$ cat config.mk
export PLATFORM = sky130hd
export DESIGN_NAME = seq_alu
export DESIGN_NICKNAME = d
export VERILOG_FILES = /design/src/rtl/seq_alu.sv
export SDC_FILE = /design/constraint.sdc
export NUM_CORES = 1
export LEC_CHECK = 0
export ABC_AREA = 1
export CORE_UTILIZATION = 45
export DETAILED_ROUTE_END_ITERATION = 6
export PLACE_DENSITY_LB_ADDON = 0.08
export SLEW_MARGIN = 10
export SYNTH_ARGS = -nofsm -noshare
export SYNTH_HDL_FRONTEND = slang
export SYNTH_SLANG_ARGS = --single-unit
$ cat constraint.sdc
create_clock -name clk -period 5.5 [get_ports clk]
set_clock_uncertainty 0.15 [all_clocks]
set_input_delay 1.1 -clock clk [delete_from_list [all_inputs] [get_ports clk]]
set_output_delay 1.1 -clock clk [all_outputs]
set_load 0.02 [all_outputs]
$ cat src/rtl/seq_alu.sv
// Multi-cycle ALU with a start/done handshake: single-cycle logic/add/sub/shift,
// shift-add multiply and restoring divide (one bit per cycle), with N/Z/C/V flags and err.
module seq_alu #(
  parameter int unsigned WIDTH = 4
) (
  input  logic             clk,
  input  logic             rst,
  input  logic             start,
  input  logic [3:0]       op,
  input  logic [WIDTH-1:0] A,
  input  logic [WIDTH-1:0] B,
  input  logic             Cin,
  output logic             busy,
  output logic             done,
  output logic [WIDTH-1:0] S,
  output logic [WIDTH-1:0] S_hi,
  output logic             Cout,
  output logic             N,
  output logic             Z,
  output logic             V,
  output logic             err
);

  localparam int unsigned W1  = WIDTH + 1;
  localparam int unsigned W2  = 2 * WIDTH;
  localparam int unsigned MSB = WIDTH - 1;
  localparam int unsigned SHW = $clog2(WIDTH);
  localparam int unsigned CW  = $clog2(WIDTH + 1);
  localparam logic [CW-1:0] LAST = CW'(WIDTH);

  localparam logic [3:0] OP_ADD = 4'd1;
  localparam logic [3:0] OP_SUB = 4'd2;
  localparam logic [3:0] OP_MUL = 4'd3;
  localparam logic [3:0] OP_DIV = 4'd4;
  localparam logic [3:0] OP_MOD = 4'd5;
  localparam logic [3:0] OP_AND = 4'd6;
  localparam logic [3:0] OP_OR  = 4'd7;
  localparam logic [3:0] OP_XOR = 4'd8;
  localparam logic [3:0] OP_SHL = 4'd9;
  localparam logic [3:0] OP_SHR = 4'd10;

  typedef enum logic [2:0] {ST_IDLE, ST_EXEC, ST_MUL, ST_DIV, ST_DONE} state_t;

  state_t           r_state, w_next;
  logic [3:0]       r_op;
  logic [WIDTH-1:0] r_a, r_b, r_mb, r_rem, r_q;
  logic             r_cin;
  logic [CW-1:0]    r_cnt;
  logic [W2-1:0]    r_prod, r_mc;

  logic             w_fin;
  logic [W1-1:0]    w_sum, w_diff, w_shift, w_trial;
  logic             w_ge;
  logic [WIDTH-1:0] w_s, w_hi;
  logic             w_cout, w_v, w_err;

  always_ff @(posedge clk or posedge rst) begin
    if (rst) r_state <= ST_IDLE;
    else     r_state <= w_next;
  end

  always_comb begin
    w_next = r_state;
    w_fin  = 1'b0;
    case (r_state)
      ST_IDLE: begin
        if (start) begin
          if (op == OP_MUL)                                   w_next = ST_MUL;
          else if ((op == OP_DIV || op == OP_MOD) && B != '0) w_next = ST_DIV;
          else                                                w_next = ST_EXEC;
        end
      end
      ST_EXEC: begin
        w_fin  = 1'b1;
        w_next = ST_DONE;
      end
      ST_MUL, ST_DIV: begin
        if (r_cnt == LAST) begin
          w_fin  = 1'b1;
          w_next = ST_DONE;
        end
      end
      ST_DONE: w_next = ST_IDLE;
      default: w_next = ST_IDLE;
    endcase
  end

  // One restoring-division step: shift in the next dividend bit, subtract if it fits
  always_comb begin
    w_shift = {r_rem, r_q[MSB]};
    w_trial = w_shift - {1'b0, r_b};
    w_ge    = (w_shift >= {1'b0, r_b});
  end

  // Result decode from the latched operands and the finished mul/div registers
  always_comb begin
    w_sum  = {1'b0, r_a} + {1'b0, r_b} + W1'(r_cin);
    w_diff = {1'b0, r_b} - {1'b0, r_a};
    w_s    = '0;
    w_hi   = '0;
    w_cout = 1'b0;
    w_v    = 1'b0;
    w_err  = 1'b0;
    case (r_op)
      OP_ADD: begin
        w_s    = w_sum[MSB:0];
        w_cout = w_sum[WIDTH];
        w_v    = (r_a[MSB] == r_b[MSB]) && (w_sum[MSB] != r_a[MSB]);
      end
      OP_SUB: begin
        w_s    = w_diff[MSB:0];
        w_cout = w_diff[WIDTH];
        w_v    = (r_a[MSB] != r_b[MSB]) && (w_diff[MSB] != r_b[MSB]);
      end
      OP_MUL: begin
        w_s  = r_prod[MSB:0];
        w_hi = r_prod[W2-1:WIDTH];
        w_v  = (r_prod[W2-1:WIDTH] != '0);
      end
      OP_DIV: begin
        w_s   = (r_b == '0) ? '1 : r_q;
        w_err = (r_b == '0);
      end
      OP_MOD: begin
        w_s   = (r_b == '0) ? r_a : r_rem;
        w_err = (r_b == '0);
      end
      OP_AND: w_s = r_a & r_b;
      OP_OR:  w_s = r_a | r_b;
      OP_XOR: w_s = r_a ^ r_b;
      OP_SHL: w_s = r_a << r_b[SHW-1:0];
      OP_SHR: w_s = r_a >> r_b[SHW-1:0];
      default: w_err = 1'b1;
    endcase
  end

  always_ff @(posedge clk or posedge rst) begin
    if (rst) begin
      r_op   <= '0;
      r_a    <= '0;
      r_b    <= '0;
      r_cin  <= 1'b0;
      r_cnt  <= '0;
      r_prod <= '0;
      r_mc   <= '0;
      r_mb   <= '0;
      r_rem  <= '0;
      r_q    <= '0;
      busy   <= 1'b0;
      done   <= 1'b0;
      S      <= '0;
      S_hi   <= '0;
      Cout   <= 1'b0;
      N      <= 1'b0;
      Z      <= 1'b1;
      V      <= 1'b0;
      err    <= 1'b0;
    end else begin
      done <= w_fin;
      if (r_state == ST_IDLE && start) begin
        r_op   <= op;
        r_a    <= A;
        r_b    <= B;
        r_cin  <= Cin;
        r_cnt  <= '0;
        r_prod <= '0;
        r_mc   <= {WIDTH'(0), A};
        r_mb   <= B;
        r_rem  <= '0;
        r_q    <= A;
        busy   <= 1'b1;
      end
      if (r_state == ST_MUL && r_cnt != LAST) begin
        r_prod <= r_prod + (r_mb[0] ? r_mc : W2'(0));
        r_mc   <= r_mc << 1;
        r_mb   <= r_mb >> 1;
        r_cnt  <= r_cnt + CW'(1);
      end
      if (r_state == ST_DIV && r_cnt != LAST) begin
        r_rem <= w_ge ? w_trial[MSB:0] : w_shift[MSB:0];
        r_q   <= {r_q[MSB-1:0], w_ge};
        r_cnt <= r_cnt + CW'(1);
      end
      if (w_fin) begin
        busy <= 1'b0;
        S    <= w_s;
        S_hi <= w_hi;
        Cout <= w_cout;
        N    <= w_s[MSB];
        Z    <= (w_s == '0);
        V    <= w_v;
        err  <= w_err;
      end
    end
  end

endmodule

==> results.py <==
metrics = {
    "run_status": {
        "outcome": "completed",
    },
    "yosys": {
        "synth-simple-area-share": 0.278,
        "synth_top_cell_area_share": 0.387,
        "synthAdderAreaFrac": 0.106,
        "synthCells": 515,
        "synth_area_leaders": "dfrtp_1 39%, nand2_1 14%, ha_1 8.1%",
        "yosysTopAreaCell": "dfrtp_1",
        "ys_types": 38,
        "synth_compound_area_frac": 0.119,
        "synth_area_um2": 3880,
        "yosysWarnings": 0,
        "synth_mux_area_frac": 0,
        "synth.avg_cell_area_um2": 7.53,
        "ys_ff_latch": 61,
        "yosys_most_used_dff": "dfrtp_1",
        "synth_edf_count": 0,
        "synth_xor_xnor_area_share": 0.0113,
        "async_flop_share": 1.00,
        "synth_top_family_by_area": "simple AND/OR/NAND/NOR gates",
        "syn_nets": 561,
        "synth.yosys.seq_area_share": 0.394,
    },
    "final_layout": {
        "final_core_util": 0.541,
        "fin_area_um2": 4490,
        "fin_cells": 658,
        "drive_gt1_frac": 0.0705,
        "fin_nets": 594,
        "final_common_cell": "nand2_1",
        "antennaDiodeCount": 0,
        "final_cell_mix": "140 x nand2_1, 67 x inv_1, 60 x dfrtp_1, 51 x nor2_1, 48 x nand3_1",
        "areaGrowthSynthToFinish_pct": 15.7,
    },
    "routing": {
        "dr_total_vias": 3509,
        "ant_nets": 0,
        "drc": 0,
        "vias_per_cell": 5.33,
        "wl_mm": 9.84,
        "drt_iter0_markers": 195,
        "drt_pass1_iterations": 6,
        "wire_per_inst_um": 15.0,
    },
    "sta": {
        "max_slew_margin": 0.475,
        "finalCritPeriodShare": 0.499,
        "setup_viol": 0,
        "setup_slack_ns": 2.75,
        "timing.fmax_mhz": 364,
        "rsz0062_at_grt": "false",
        "tightest_slew_ns": 0.786,
        "hold_viol": 0,
        "fin_tns_setup_ns": 0,
        "hold_ws_ns": 0.328,
        "maxSlewViolCount": 0,
        "period_minus_slack_ns": 2.75,
    },
    "global_route": {
        "antenna_found_initial": 0,
        "grt_start_max_net_pins": 40,
        "grt_overflow": 0,
        "grt_pass1_wl_mm": 16.4,
        "grt_pass1_vias": 3297,
        "grt.total_usage": 0.243,
    },
    "cts": {
        "post_cts_buffers": 0,
        "cts.sinks": 61,
        "clk_path_buf_depth": 2,
        "hold_buffers": 0,
        "ctsResizeCount": 0,
        "root_buffer": "clkbuf_8",
        "clk_latency_ns": 0.34,
        "cts_tree": "done",
        "htree_levels": 3,
        "cts_buffers": 9,
        "clk_pin_slew_worst_paths_ns": 0.06,
    },
    "place": {
        "place.gp.congestion": 0.904,
        "portBuffers": 30,
        "dp_cells": 642,
        "dp_hpwl_mm": 7.66,
        "dpl_cell_area_um2": 4270,
        "pre_cts_ws_ns": 2.40,
    },
    "die": {
        "dieHeight_um": 94.8,
        "num_io_pins": 31,
        "floorplan.rows": 33,
        "core-area_um2": 8300,
        "die_w_um": 94.8,
        "dieArea_um2": 8990,
        "start_util": 0.467,
    },
    "power": {
        "leakage_nw": 2.35,
        "power_density_nw_per_um2": 607,
        "ir_worst_vdd_v": 0.000261,
        "p_total_mw": 2.72,
    },
    "setup_path": {
        "crit_end": "r_prod[4]",
        "r2r_cells": 15,
        "rr_startpoint": "r_b[0]",
        "start_kind": "input port",
        "cp.required_ns": 5.58,
        "r2r-end": "Z",
        "rrSetupSlack_ns": 3.06,
        "crit_start": "start",
        "end_kind": "flop",
        "cp_max_fo": 15,
        "critPathArrivalTime_ns": 2.82,
        "critPathKind": "in2reg",
    },
    "min_path": {
        "hold_path.class": "reg2reg",
    },
    "job": {
        "drv_cap": 0,
    },
}
==> state kept, by name, indices dropped and copies added, names as in the netlist <==
signal / cells
S_hi: 4
r_b: 4
r_prod: 8
busy: 1
r_cin: 1
Z: 1
r_state: 3
r_mb: 4
r_cnt: 3
done: 1
r_mc: 8
V: 1
S: 4
err: 1
r_a: 4
r_rem: 4
r_q: 4
Cout: 1
r_op: 4
==> routing by layer <==
layer	GRT usage	vias up	share of wire	wire, um
met3	0.0483	16	0.049	478
li1	-	1744	-	-
met5	0	-	0	0
met2	0.394	105	0.46	4560
met1	0.326	1644	0.47	4620
met4	0.0770	0	0.019	184
==> synthesized netlist by cell type, types with 3 or more instances <==
library cell and n:
a31oi_1 5, buf_2 3, a21oi_1 9, dfrtp_1 60, o21ai_1 5, xor2_1 3, nor2_2 4, fa_1 5
nand2_1 140, nand3_1 48, clkbuf_1 4, o221ai_1 10, ha_1 25, inv_2 11, nor2_1 51, inv_1 68
o22ai_1 4, o21ai_0 31
==> critical path, stage by stage <==
cell and delay, ns:
clkdlybuf4s50_1 0.46, nand3_1 0.37, nand2_1 0.49, inv_2 0.17, a32o_1 0.24
==> cells by family after synthesis <==
logic type,after synthesis
xor gates and xnor gates,5
and+or+nand+nor,255
AOI/OAI and AO/OA,75
DFF,61
adders and majority gates,30
buffers and inverters,89
==> layout make-up <==
cell class / instances / area (um^2)
Fill cell: 799 / 3810
Multi-Input combinational cell: 365 / 2000
Sequential cell: 61 / 1530
Timing Repair Buffer: 31 / 308
Inverter: 80 / 303
Clock buffer: 13 / 149
Tap cell: 105 / 131
Clock inverter: 3 / 68.8
==> worst min-delay path by stage <==
stage / endpoint / startpoint / slack, ns / depth (start not counted)
2_1_floorplan: r_cnt[2] / r_cnt[2] / 0.31 / 1
3_3_place_gp: Z / Z / 0.31 / 2
3_5_place_dp: S_hi[3] / S_hi[3] / 0.32 / 2
4_1_cts: Z / Z / 0.33 / 2
5_1_grt: S_hi[0] / S_hi[0] / 0.35 / 2
6_report: S_hi[2] / S_hi[2] / 0.33 / 2
==> power breakdown <==
| part | total, mW | switching [mW] | internal (mW) |
|---|---|---|---|
| clock network | 0.441 | 0.172 | 0.269 |
| registers | 0.816 | 0.189 | 0.627 |
| logic | 1.47 | 0.956 | 0.511 |
| total | 2.72 | 1.32 | 1.41 |
(Power assumes the default switching activity.)
